**config.mk**
```make
export PLATFORM = sky130hd
export DESIGN_NAME = piradspi_axis_arbiter
export DESIGN_NICKNAME = d
export VERILOG_FILES = /design/src/rtl/piradspi_axis_arbiter_pkg.sv /design/src/rtl/piradspi_axis_arbiter_rr_pick.sv /design/src/rtl/piradspi_axis_arbiter.sv
export SDC_FILE = /design/constraint.sdc
export NUM_CORES = 1
export LEC_CHECK = 0
export CAP_MARGIN = 10
export CORE_ASPECT_RATIO = 0.6
export CORE_MARGIN = 1.5
export CORE_UTILIZATION = 26
export DETAILED_ROUTE_END_ITERATION = 10
export HOLD_SLACK_MARGIN = 0.06
export PLACE_DENSITY_LB_ADDON = 0.25
export SLEW_MARGIN = 20
export SYNTH_ARGS = -nofsm -noshare
export SYNTH_HDL_FRONTEND = slang
export SYNTH_SLANG_ARGS = --single-unit
```
**constraint.sdc**
```tcl
create_clock -name aclk -period 2.3 [get_ports aclk]
set_clock_uncertainty 0.2 [all_clocks]
set_input_delay 0.23 -clock aclk [delete_from_list [all_inputs] [get_ports aclk]]
set_output_delay 0.23 -clock aclk [all_outputs]
set_load 0.05 [all_outputs]
```
**src/rtl/piradspi_axis_arbiter_pkg.sv**
```systemverilog
// piradspi_pkg: shared arbiter state type, index-width helper and round-robin pick function
package piradspi_pkg;
  typedef enum logic {ARB_IDLE, ARB_LOCKED} piradspi_arb_state_t;
  localparam int RR_MAX = 16;
  function automatic int idx_w(input int n);
    return (n > 1) ? $clog2(n) : 1;
  endfunction
  // First asserted request after last, wrapping modulo n; scanning from the far end lets the nearest win.
  function automatic logic [3:0] rr_next(input logic [RR_MAX-1:0] req, input logic [3:0] last, input int n);
    logic [3:0] r;
    logic [3:0] j;
    r = last;
    for (int k = RR_MAX; k >= 1; k--) begin
      j = 4'((int'(last) + k) % n);
      if (k <= n && req[j]) r = j;
    end
    return r;
  endfunction
endpackage

```
**src/rtl/piradspi_axis_arbiter_rr_pick.sv**
```systemverilog
// piradspi_rr_pick: combinational rotating priority encoder starting just after last_i
module piradspi_rr_pick
  import piradspi_pkg::*;
#(
  parameter int NREQ = 4,
  localparam int IDW = idx_w(NREQ)
) (
  input  logic [NREQ-1:0] req_i,
  input  logic [IDW-1:0]  last_i,
  output logic [IDW-1:0]  idx_o,
  output logic            any_o
);
  assign any_o = |req_i;
  assign idx_o = IDW'(rr_next(RR_MAX'(req_i), 4'(last_i), NREQ));
endmodule

```
**src/rtl/piradspi_axis_arbiter.sv**
```systemverilog
// piradspi_axis_arbiter: packet-locked round-robin AXIS merge into the SPI command FIFO.
// Optional stall timeout with forced release is enabled by defining PIRADSPI_ARB_TIMEOUT_EN.
module piradspi_axis_arbiter
  import piradspi_pkg::*;
#(
  parameter int NREQ = 4,
  parameter int WIDTH = 32,
  parameter int TIMEOUT_CYCLES = 256,
  localparam int IDW = idx_w(NREQ)
) (
  input  logic                  aclk,
  input  logic                  aresetn,
  input  logic [NREQ-1:0]       s_tvalid,
  output logic [NREQ-1:0]       s_tready,
  input  logic [NREQ-1:0]       s_tlast,
  input  logic [NREQ*WIDTH-1:0] s_tdata,
  output logic                  m_tvalid,
  input  logic                  m_tready,
  output logic                  m_tlast,
  output logic [WIDTH-1:0]      m_tdata,
  output logic [IDW-1:0]        m_tid,
  output logic                  busy,
  output logic                  timeout_err
);
  piradspi_arb_state_t state_q, state_d;
  logic [IDW-1:0] grant_q, grant_d, last_q, last_d, pick_idx;
  logic pick_any, locked, hs, hs_last, to_hit;
  logic [WIDTH-1:0] sel_data;

  piradspi_rr_pick #(.NREQ(NREQ)) u_pick (
    .req_i (s_tvalid),
    .last_i(last_q),
    .idx_o (pick_idx),
    .any_o (pick_any)
  );

  assign locked = state_q == ARB_LOCKED;

  always_comb begin
    sel_data = '0;
    for (int i = 0; i < NREQ; i++) if (grant_q == IDW'(i)) sel_data = s_tdata[i*WIDTH +: WIDTH];
  end

  // Pure combinational pass-through of the granted source; outputs are forced quiet while idle.
  assign m_tvalid = locked & s_tvalid[grant_q];
  assign m_tlast  = locked & s_tlast[grant_q];
  assign m_tdata  = locked ? sel_data : '0;
  assign m_tid    = locked ? grant_q : '0;
  assign s_tready = (locked & m_tready) ? (NREQ'(1) << grant_q) : '0;
  assign busy     = locked;
  assign hs       = m_tvalid & m_tready;
  assign hs_last  = hs & m_tlast;

`ifdef PIRADSPI_ARB_TIMEOUT_EN
  localparam int TCW = idx_w(TIMEOUT_CYCLES);
  logic [TCW-1:0] cnt_q, cnt_d;
  assign to_hit      = locked & ~hs & (cnt_q == TCW'(TIMEOUT_CYCLES - 1));
  assign cnt_d       = (locked & ~hs & ~to_hit) ? cnt_q + TCW'(1) : '0;
  assign timeout_err = to_hit;
  always_ff @(posedge aclk or negedge aresetn) begin
    if (!aresetn) cnt_q <= '0;
    else          cnt_q <= cnt_d;
  end
`else
  logic unused_cfg;
  assign unused_cfg  = ^TIMEOUT_CYCLES;
  assign to_hit      = 1'b0;
  assign timeout_err = 1'b0;
`endif

  always_comb begin
    state_d = state_q;
    grant_d = grant_q;
    last_d  = last_q;
    case (state_q)
      ARB_IDLE: if (pick_any) begin
        grant_d = pick_idx;
        state_d = ARB_LOCKED;
      end
      default: if (hs_last || to_hit) begin
        last_d  = grant_q;
        state_d = ARB_IDLE;
      end
    endcase
  end

  // last_q starts at NREQ-1 so requester 0 is the first one served.
  always_ff @(posedge aclk or negedge aresetn) begin
    if (!aresetn) begin
      state_q <= ARB_IDLE;
      grant_q <= '0;
      last_q  <= IDW'(NREQ - 1);
    end else begin
      state_q <= state_d;
      grant_q <= grant_d;
      last_q  <= last_d;
    end
  end
endmodule

```
==> reports/qor.txt <==
full die area: 0.00578 mm2
Finished Layout Cells: 362
maximum vdd drop: 0.920 mV
DRT Pass-1 Iters: 4
Detailed Place HPWL: 5.10 mm
CTS tree: yes
total wire length: 5.93 mm
Site Rows: 20
crit path launch type: register
critical path cell sequence: buf_12 > mux4_2 > and2_1 > buf_12
WS Path Type: register to output port
most used cell, CP: buf_12
Mapped Cells: 120
critical path endpoint category: output port
Data arrival, critical path: 1740 ps
met3 usage: 0.0696
width of the chip: 97.1 um
Synth Area in Adders: 0
Layout area overhead: 165%
share of the synthesized area in the top cell type: 0.554
sequential share of the synthesized area: 0.0923
RSZ-0062 raised after global routing: false
worst r2r dst: last_q[1]$_DFFE_PN1P_
total power draw: 5190 uW
Worst-path clk slew: 40 ps
Post-Synth XOR/XNOR Area: 0
I/O Pins: 181
Routed Antenna Nets: 0
Setup Buffers After CTS: 0
Yosys cell types: 31
# H-tree levels: 1
number of global-route vias before repair: 1758
Post-DP Area: 0.00361 mm2
global route total overflow: 0
# setup viols final: 0
Port Buffers: 179
total negative slack: 0 ps
Least-Margin Pin Slew: 589 ps
starting density of the core: 0.272
Max Clk Rate: 461 MHz
total placed cells including tap cells: 357
number of synthesis warnings: 0
DR WL/cell: 16.4 um
final period utilization: 0.943
DR iter-0 viols: 69
Worst path max stage delay: 550 ps
RR Startpoint: grant_q[0]$_DFFE_PN0P_
GRT Total Usage: 0.204
fill cell count: 362
final hold vios: 0
Crit. Startpoint: grant_q[0]$_DFFE_PN0P_
main area contributors after synthesis: mux4_2 55%, and2_1 16%, dfrtp_1 5.4%, dfstp_2 3.8%, buf_2 2.2%
Reg2Reg Depth: 4
minimum setup slack among reg-to-reg paths: 360 ps
first-pass GRT wire length: 9.14 mm
Slew Limit Headroom: 0.608
class of the worst hold path: register to register
Synth Area in Compound Gates: 0.0335
global routing's busiest layer: met2
number of synthesized register bits: 5
largest net degree at the start of global routing: 27
Slew Limit Fails: 0
outcome: completed
n_diodes: 0
syn_nets: 259
initial antenna violation count: 0
Clock Path Buffers: 2
TritonCTS buffer count: 3
Residual DRC: 0
share of layout cells above drive strength 1: 0.297
CTS Sinks: 5
Placeable Area: 0.00508 mm2
nets@finish: 436
Root Driver: clkbuf_8
Final Cell Area: 0.00367 mm2
Max FO, Critical Path: 26
mean area per synthesized cell: 11.5 um2
leakage: 0.00140 uW
clk_lat worst skew: 220 ps
largest family of logic cells by synthesized area: multiplexers
met2 Use GR: 0.362
mux contribution to synthesized area: 0.577
max-cap viol count: 0
CP endpoint: m_tlast
DIE HEIGHT: 59.5 um
vias: 1811
grt met1 use: 0.244
vias per std cell: 5.00
post-synth top area cell: mux4_2
final critical-path required period: 2170 ps
Post-Syn Area: 0.00138 mm2
CP required: 1870 ps
Pwr per Cell Area: 1420 mW/mm2
simple logic cell fraction of the synthesized area: 0.232
Routability Congestion: 0.764
Crit-path slowest cell: mux4_2
how the worst min path moves through the flow:
stage                             endpoint  cells past startpoint             startpoint
floorplan                   busy$_DFF_PN0_                      0                aresetn
global placement            busy$_DFF_PN0_                      1                aresetn
detailed placement          busy$_DFF_PN0_                      1                aresetn
CTS                 grant_q[0]$_DFFE_PN0P_                      2  last_q[0]$_DFFE_PN1P_
global route        grant_q[0]$_DFFE_PN0P_                      2  last_q[0]$_DFFE_PN1P_
finish              grant_q[0]$_DFFE_PN0P_                      2  last_q[0]$_DFFE_PN1P_
placed cells by master, fill, tap and decap left out, types with 2 or more instances in the layout:
cell type and n:
inv_1 2, mux4_2 34, a21oi_1 2, buf_12 39, nor2_1 4, dfrtp_1 2
nor3_1 4, clkdlybuf4s50_1 138, mux2_1 2, dfstp_2 2, and2_1 35, nand2_1 2
buf_4 7, clkbuf_8 3
layout make-up:
cell class | count | area (um2) | share of cell area
clock buffer | 4 | 45.0 | 0.0123
inverter | 2 | 7.51 | 0.00205
multi-input combinational | 99 | 1170 | 0.319
sequential | 5 | 129 | 0.0351
tap | 66 | 82.6 | 0.0225
timing repair buffer | 186 | 2240 | 0.609
cell usage after synthesis:
master and count:
and2_1 35, mux4_2 34, buf_2 6, clkbuf_1 4, nor2_1 4, nor3_1 4
dfrtp_1 3, a21oi_1 2, buf_6 2, dfstp_2 2, inv_1 2, mux2_1 2
nand2_1 2, and3_1 1, and3b_1 1, buf_1 1, buf_4 1, conb_1 1
mux2i_1 1, nand2b_1 1, nand3_1 1, nand4_1 1, nor2b_1 1, nor3b_1 1
nor4_1 1, o21ai_0 1, o21ai_1 1, o21bai_1 1, o31ai_1 1, o41a_1 1
or2_2 1
cells by family (layout without fill, tap and decap cells):
logic type,count (synthesis),in the layout
buffers and inverters,16,192
muxes,37,37
DFF,5,5
AOI/OAI and AO/OA,7,7
other,1,1
and+or+nand+nor,54,54
registers in the layout (all words and copies together) (netlist names):
name / cells
grant_q: 2
last_q: 2
busy: 1
power by group:
group          switching (uW)  internal, uW  total, uW
registers                90.2           144        235
clock network            46.1           119        165
logic                    2360          2430       4790
total                    2490          2700       5190
worst max-delay path: cells and delay by family, from the launching register on:
kind                   cells  cell delay (ps)
buffers and inverters      2              370
DFF                        1              390
muxes                      1              550
and+or+nand+nor            1              200
metal layers:
layer,vias up,wire length [um]
met5,-,0
met4,0,34
met3,4,569
met2,110,2990
met1,873,2340
li1,824,-
what timing repair did:
action                                 in CTS  in global routing
setup endpoints to repair                   0                  3
hold buffers                                1                  0
endpoints found under the hold margin       3                  0
gates resized for setup                     0                  1
stage by stage:
stage | hold slack (ps) | setup slack (ps) | utilization
floorplan | -266 | -224 | -
global placement | 265 | 301 | 0.711
detailed placement | 263 | 286 | 0.711
CTS | 455 | 36.1 | 0.721
global route | 488 | 39.0 | 0.722
finish | 452 | 132 | 0.722
(Power assumes the default switching activity.)
